===== src/rtl/tt_ctrl_sel.sv =====
// tt_ctrl_sel: pad-side project select controller.
// Syncs and filters ctrl pads, counts sel_inc edges.
module tt_ctrl_sel #(
  parameter int unsigned ADDR_W   = 10,
  parameter int unsigned ADDR_MAX = 1023,
  parameter int unsigned FILT     = 3
) (
  input  logic              clk,
  input  logic              rst_n,
  input  logic              pad_ctrl_ena,
  input  logic              pad_ctrl_sel_inc,
  input  logic              pad_ctrl_sel_rst_n,
  output logic [ADDR_W-1:0] sel_addr,
  output logic              sel_ena,
  output logic              sel_busy,
  output logic              sel_ign
);

  localparam int ENA = 0;
  localparam int INC = 1;
  localparam int CLR = 2;

  localparam logic [3:0] CNT_LIM = 4'(FILT - 1);
  localparam logic [ADDR_W-1:0] AMAX =
    ADDR_W'(ADDR_MAX);

  typedef enum logic [1:0] {
    A_HOLD,
    A_CLEAR,
    A_COUNT,
    A_FROZEN
  } act_e;

  logic [2:0]      pad;
  logic [2:0]      sy1_q;
  logic [2:0]      sy2_q;
  logic [2:0]      f_q;
  logic [2:0]      f_d;
  logic [2:0][3:0] cnt_q;
  logic [2:0][3:0] cnt_d;

  logic              inc_d_q;
  logic              inc_pulse;
  act_e              act;
  logic [ADDR_W-1:0] addr_q;
  logic [ADDR_W-1:0] addr_d;
  logic              ign_q;
  logic              ign_d;
  logic              ena_q;
  logic              busy_q;

  assign pad = {pad_ctrl_sel_rst_n,
                pad_ctrl_sel_inc,
                pad_ctrl_ena};

  // All filtered levels reset low: sel_rst_n
  // starts asserted, holding the address at 0.
  always_ff @(posedge clk or negedge rst_n) begin
    if (!rst_n) begin
      sy1_q <= '0;
      sy2_q <= '0;
      f_q   <= '0;
      cnt_q <= '0;
    end else begin
      sy1_q <= pad;
      sy2_q <= sy1_q;
      f_q   <= f_d;
      cnt_q <= cnt_d;
    end
  end

  always_comb begin
    f_d   = f_q;
    cnt_d = cnt_q;
    for (int i = 0; i < 3; i++) begin
      if (sy2_q[i] == f_q[i]) begin
        cnt_d[i] = '0;
      end else if (cnt_q[i] == CNT_LIM) begin
        f_d[i]   = sy2_q[i];
        cnt_d[i] = '0;
      end else begin
        cnt_d[i] = cnt_q[i] + 4'd1;
      end
    end
  end

  assign inc_pulse = f_q[INC] & ~inc_d_q;

  always_ff @(posedge clk or negedge rst_n) begin
    if (!rst_n) begin
      inc_d_q <= 1'b0;
      addr_q  <= '0;
      ign_q   <= 1'b0;
      ena_q   <= 1'b0;
      busy_q  <= 1'b1;
    end else begin
      inc_d_q <= f_q[INC];
      addr_q  <= addr_d;
      ign_q   <= ign_d;
      ena_q   <= f_q[ENA];
      busy_q  <= ~f_q[CLR];
    end
  end

  always_comb begin
    act = A_HOLD;
    unique case (1'b1)
      !f_q[CLR]:
        act = A_CLEAR;
      f_q[CLR] && inc_pulse && !f_q[ENA]:
        act = A_COUNT;
      f_q[CLR] && inc_pulse && f_q[ENA]:
        act = A_FROZEN;
      default:
        act = A_HOLD;
    endcase
  end

  always_comb begin
    addr_d = addr_q;
    ign_d  = ign_q;
    unique case (act)
      A_CLEAR: begin
        addr_d = '0;
        ign_d  = 1'b0;
      end
      A_COUNT: begin
        if (addr_q == AMAX) addr_d = '0;
        else addr_d = addr_q + ADDR_W'(1);
      end
      A_FROZEN: ign_d = 1'b1;
      default: ;
    endcase
  end

  assign sel_addr = addr_q;
  assign sel_ena  = ena_q;
  assign sel_busy = busy_q;
  assign sel_ign  = ign_q;

endmodule


===== config.mk =====
export PLATFORM = sky130hd
export DESIGN_NAME = tt_ctrl_sel
export DESIGN_NICKNAME = d
export VERILOG_FILES = /design/src/rtl/tt_ctrl_sel.sv
export SDC_FILE = /design/constraint.sdc
export NUM_CORES = 1
export LEC_CHECK = 0
export CORE_MARGIN = 2
export CORE_UTILIZATION = 54
export DETAILED_ROUTE_END_ITERATION = 8
export GPL_TIMING_DRIVEN = 0
export PLACE_DENSITY_LB_ADDON = 0.25
export SLEW_MARGIN = 20
export SYNTH_ARGS = -nofsm -noshare
export SYNTH_HDL_FRONTEND = slang
export SYNTH_SLANG_ARGS = --single-unit

===== constraint.sdc =====
create_clock -name clk -period 2.15 [get_ports clk]
set_input_delay 0.3225 -clock clk [delete_from_list [all_inputs] [get_ports clk]]
set_output_delay 0.3225 -clock clk [all_outputs]
set_load 0.05 [all_outputs]

==> results of run 1 <==
==> routing by layer <==
metal,track usage [%],vias up,wire length (µm)
li1,-,533,-
met1,24.7,552,1210
met2,30.4,20,1300
met3,7.37,4,128
met4,9.97,0,36
met5,0,-,0
==> layout by cell type (no fill, tap or decap), types with 4 or more instances in the layout <==
| master | count |
|---|---|
| xor2_1 | 4 |
| nand3_1 | 5 |
| ha_1 | 8 |
| xnor2_1 | 6 |
| clkbuf_4 | 5 |
| o31ai_1 | 4 |
| clkdlybuf4s50_1 | 16 |
| nor2_1 | 16 |
| o21ai_0 | 4 |
| nand2_1 | 12 |
| inv_1 | 9 |
| mux2_2 | 4 |
| dfrtp_1 | 34 |
==> how the worst max path moves through the flow <==
stage	end	depth (start not counted)
2_1_floorplan	sel_addr[9]$_DFFE_PN0P_	6
3_3_place_gp	cnt_q[6]$_DFF_PN0_	1
3_5_place_dp	sel_addr[8]$_DFFE_PN0P_	6
4_1_cts	sel_addr[8]$_DFFE_PN0P_	6
5_1_grt	sel_addr[9]$_DFFE_PN0P_	6
6_report	sel_addr[2]	1
==> kinds of logic (layout without fill, tap and decap cells) <==
kind of cell,after synthesis,count (layout),share of synthesized area (%)
compound gates,23,23,10.7
xor+xnor,10,10,5.60
fa+ha+maj,9,9,7.20
buf+inv,10,37,2.40
flops,35,35,56.1
mux,5,5,3.52
simple gates,46,46,14.5
==> sequential cells by signal, indices dropped and copies added (netlist names) <==
signal	flops
sel_ena	1
sel_addr	10
inc_d_q	1
cnt_q	12
f_q	3
sy1_q	3
sel_busy	1
sel_ign	1
sy2_q	3
==> per-stage QoR <==
| step | instances | total power, W | hold WS (ns) | setup slack [ns] | area [µm²] |
|---|---|---|---|---|---|
| final | 196 | 0.00213 | 0.361 | 0.169 | 1890 |
| after global routing | 196 | 0.00228 | 0.338 | 0.0170 | 1890 |
| after CTS | 196 | 0.00214 | 0.356 | 0.0782 | 1880 |
| after detailed placement | 187 | 0.00165 | 0.175 | 0.0994 | 1790 |
| after global placement | 186 | 0.00160 | 0.335 | 0.0812 | 1770 |
| after floorplan | 138 | 0.00143 | 0.0269 | 0.279 | 1560 |
==> what timing repair did <==
action / CTS / global route
setup buffers: 0 / 0
setup endpoints to repair: 0 / 6
hold buffers: 1 / 0
resized for setup: 0 / 2
hold endpoints to repair: 5 / 0
==> layout make-up <==
class | count | area [µm²]
buffer | 1 | 3.75
clock buffer | 6 | 51.3
clock inverter | 2 | 35.0
fill | 226 | 866
inverter | 9 | 33.8
multi-input combinational | 93 | 657
sequential | 35 | 877
tap | 31 | 38.8
timing repair buffer | 19 | 195
==> power breakdown <==
part           internal [W]  switching (W)
combinational      0.000295       0.000438
sequential         0.000799       0.000115
clock              0.000275       0.000208
==> results.cfg, run 1 <==
[outcome]
status = complete, no violations

[layout]
post-route-util_pct = 68.6
diodes = 0
area_growth_pct = 21.0
fin_nets = 178
drive_above_1_share_pct = 13.9

[logic_synthesis]
synth_area_leaders = dfrtp_1, ha_1, nor2_1
seq_area_frac_synth_pct = 56.1
ys_top_cells_by_count = dfrtp_1, nor2_1, nand2_1
synth_top_area_share_pct = 54.4
ys_ff_latch = 35
synth_flop_cell = dfrtp_1
synthCells = 138
syn_avg_cell_area_um2 = 11.3
yosys_warnings = 0
yosysTopAreaCell = dfrtp_1
synthMostInstantiatedCell = dfrtp_1
synth.distinct_cells = 32
ys_async_sr_fraction_pct = 100
syn_nets = 152
synth-edff-count = 0
syn_area_mm2 = 0.00156

[timing]
rsz0062_at_grt = false
worst_pin_slew_ns = 0.547
fmax_ghz = 0.505
setup_tns_ns = 0
period_share_pct = 92.1
slew_headroom_pct = 63.0
hold_viol = 0
fin_skew_ns = 0.00627
slew_viol_final = 0
setup_viol = 0
period_minus_slack_ns = 1.98

[worst_setup_path]
startpoint_type = register
ff2ff_setup_slack_ns = 0.17
path_cells = clkdlybuf4s50_1
slowest_delay_ns = 0.85
crit_fanout = 8
reg2reg_depth = 6
critPathCaptureType = output port
path_buf_inv = 1
timing.rr.end = sel_addr[8]$_DFFE_PN0P_
path_class = register to output port
crit_family = buffers and inverters
cp-startpoint = sel_addr[2]$_DFFE_PN0P_
cp_slowest_cell = clkdlybuf4s50_1
cp.arrival_ns = 1.66
r2r_start = f_q[2]$_DFFE_PN0P_
crit_required_ns = 1.83

[detailed_routing]
viasPerCell = 5.66
vias = 1109
drt-wirelength-per-cell_um = 13.6
dr.pass1.iters = 4
drt-total-wl_um = 2670
ant_nets = 0
drtIter0Drc = 43
route.detailed.drc = 0

[die]
die_width_um = 57.8
start_util_pct = 56.7
fp.coreArea_mm2 = 0.00276
die_h_um = 57.8
io_pins = 18
die_area_mm2 = 0.00334
num_rows = 19

[clock_network]
ctsRootBufferMaster = clkbuf_4
clk_latency_ns = 0.32
clock-sinks = 35
htree_levels = 2
cts_tree = built
clk_pin_slew_ns = 0.10
cts_buffers = 5
clk_path_buf_depth = 2

[power_and_ir_drop]
p_leak_nw = 0.823
vdd_drop_max_mv = 0.870
powerDensity_mw_per_mm2 = 1130

[grt]
grt_pass1_vias = 1178
antenna_found_initial = 0
grt.total_usage_pct = 19.8
grt_pass1_wl_um = 4950
overflow = 0
grt_max_degree = 31

[flow_run]
cap_violations = 0

[placement]
dp_hpwl_um = 1910
gp_congestion = 0.838
port-buffer-count = 17

[hold_path]
min_path_type = input port to async pin
Power figures use the tool's default switching activity.
==> run 2: changes to the inputs <==
--- a/config.mk
+++ b/config.mk
@@ -6,10 +6,11 @@
 export NUM_CORES = 1
 export LEC_CHECK = 0
 export CORE_MARGIN = 2
-export CORE_UTILIZATION = 54
+export CORE_UTILIZATION = 49
 export DETAILED_ROUTE_END_ITERATION = 8
 export GPL_TIMING_DRIVEN = 0
 export PLACE_DENSITY_LB_ADDON = 0.25
+export SETUP_SLACK_MARGIN = 0.15
 export SLEW_MARGIN = 20
 export SYNTH_ARGS = -nofsm -noshare
 export SYNTH_HDL_FRONTEND = slang
==> constraint.sdc (replaced) <==
create_clock -name clk -period 1.8 [get_ports clk]
set_input_delay 0.27 -clock clk [delete_from_list [all_inputs] [get_ports clk]]
set_output_delay 0.27 -clock clk [all_outputs]
set_load 0.05 [all_outputs]
==> run 2 against run 1 <==
Against the previous run: the flow now finishes with violations (hold timing, setup timing); register-to-register slack got worse by 0.23 ns; via count rose by 5.0%; non-clock buffer count rose by 9; critical path depth rose by 4; worst setup slack got worse by 0.23 ns; sequential share of layout area fell by 2.6 points; final cell count rose by 11%; sequential power rose by 19%; die area rose by 9.5%; power rose by 27%; utilization fell by 2.5 points; first-iteration DRC count rose by 47%; critical path type is now register to register.
==> results.cfg, run 2 (same netlist as run 1, synthesis figures left out) <==
[layout]
drive_above_1_share_pct = 29.3
largest-register = cnt_q
diodes = 0
fin_nets = 187
post-route-util_pct = 66.1
n_fill_cell = 236
final_common_cell = dfrtp_1
largest_register_ffs = 12
fin_cells = 218
area_growth_pct = 29.1
final_cell_mix = dfrtp_1, nor2_1, nand2_1, dlygate4sd2_1, buf_4

[timing]
hold_viol = 24
rsz0062_at_grt = true
slew_headroom_pct = 50.7
fin_skew_ns = 0.00520
fin_hold_ws_ns = -0.0118
finalWorstSetupSlack_ns = -0.0595
period_share_pct = 103
period_minus_slack_ns = 1.86
slew_viol_final = 0
worst_pin_slew_ns = 0.740
fmax_ghz = 0.538
setup_viol = 2

[worst_setup_path]
cp_slowest_cell = dfrtp_1
startpoint_type = register
path_class = register to register
crit_fanout = 6
crit_required_ns = 2.07
slowest_delay_ns = 0.41
critPathCaptureType = register
cp.arrival_ns = 2.13
path_cells = nor3b_4, ha_4, or3b_1, o41a_2, o21ai_2

[clock_network]
cts_buffers = 5
clk_pin_slew_ns = 0.10
ctsRootBufferMaster = clkbuf_4
clock-sinks = 35
htree_levels = 2
clk_path_buf_depth = 2
cts_tree = built
clk_latency_ns = 0.33

[grt]
grt.total_usage_pct = 18.5
grt_max_degree = 36
overflow = 0
grt_pass1_vias = 1137
grt_pass1_wl_um = 4830
antenna_found_initial = 0

[die]
die_area_mm2 = 0.00366
start_util_pct = 51.2
num_rows = 20
die_width_um = 60.5
fp.coreArea_mm2 = 0.00305
io_pins = 18
die_h_um = 60.5

[placement]
dp_hpwl_um = 1900
numPlacedInstances = 199
gp_congestion = 0.831
port-buffer-count = 17
place_ws_ns = -0.142

[power_and_ir_drop]
finalPower_w = 0.00271
vdd_drop_max_mv = 0.550
p_leak_nw = 0.921
powerDensity_mw_per_mm2 = 1340

[hold_path]
min_path_type = input port to async pin

[detailed_routing]
drt-total-wl_um = 3050
ant_nets = 0
route.detailed.drc = 0
drtIter0Drc = 63
dr.pass1.iters = 4
drt-wirelength-per-cell_um = 14.0
viasPerCell = 5.34
vias = 1164

[flow_run]
cap_violations = 0

[outcome]
status = finished with violations
violations = hold timing, setup timing
==> run 2: final timing paths <==
path	from	end	slack, ns	depth (start not counted)
max	inc_d_q$_DFF_PN0_	sel_addr[7]$_DFFE_PN0P_	-0.06	5
min	rst_n	cnt_q[11]$_DFF_PN0_	-0.01	1
max reg2reg	inc_d_q$_DFF_PN0_	sel_addr[7]$_DFFE_PN0P_	-0.06	5
min reg2reg	sy1_q[1]$_DFF_PN0_	sy2_q[1]$_DFF_PN0_	0.35	0
max in group asynchronous	rst_n	sel_addr[6]$_DFFE_PN0P_	1.29	1
min in group clk	sy1_q[1]$_DFF_PN0_	sy2_q[1]$_DFF_PN0_	0.35	0
==> run 2: cell type report <==
type	instances	area [µm²]	area share, %
Clock inverter	1	5.00	0.248
Multi-Input combinational cell	93	763	37.8
Sequential cell	35	883	43.7
Inverter	9	33.8	1.67
Clock buffer	7	45.0	2.23
Buffer	1	5.00	0.248
Timing Repair Buffer	28	229	11.3
Tap cell	44	55.1	2.73
==> run 2: layer usage <==
layer,wire length (µm),global-route usage (%),vias to the layer above,part of all wire [%]
met4,65,10.2,0,2.1
met1,1290,21.7,576,42
met3,148,5.54,9,4.9
met2,1540,30.4,30,50
li1,-,-,549,-
met5,0,0,-,0
==> run 2: stage by stage <==
stage          area, µm²  setup TNS (ns)  hold WS [ns]
3_5_place_dp        1820          -0.380         0.336
2_1_floorplan       1600               0       -0.0256
3_3_place_gp        1830           -7.16         0.331
4_1_cts             1920          -0.195       0.00987
5_1_grt             2020          -0.377        0.0462
6_report            2020          -0.114       -0.0118
==> run 2: worst max-delay path: cells and delay by family (launching register included) <==
family	cells	cell delay, ns
compound gates	2	0.47
fa+ha+maj	1	0.27
flops	1	0.41
simple gates	2	0.65
==> run 2: repair_timing <==
item / CTS / global route
pin swaps: 3 / 10
hold buffers: 0 / 0
endpoints found under the setup margin: 23 / 14
setup buffers: 5 / 6
resized for setup: 20 / 18
==> run 2: power breakdown <==
part	switching, W	total (W)	internal (W)
clock	0.000244	0.000396	0.000152
combinational	0.000663	0.00123	0.000566
sequential	0.000131	0.00109	0.000955
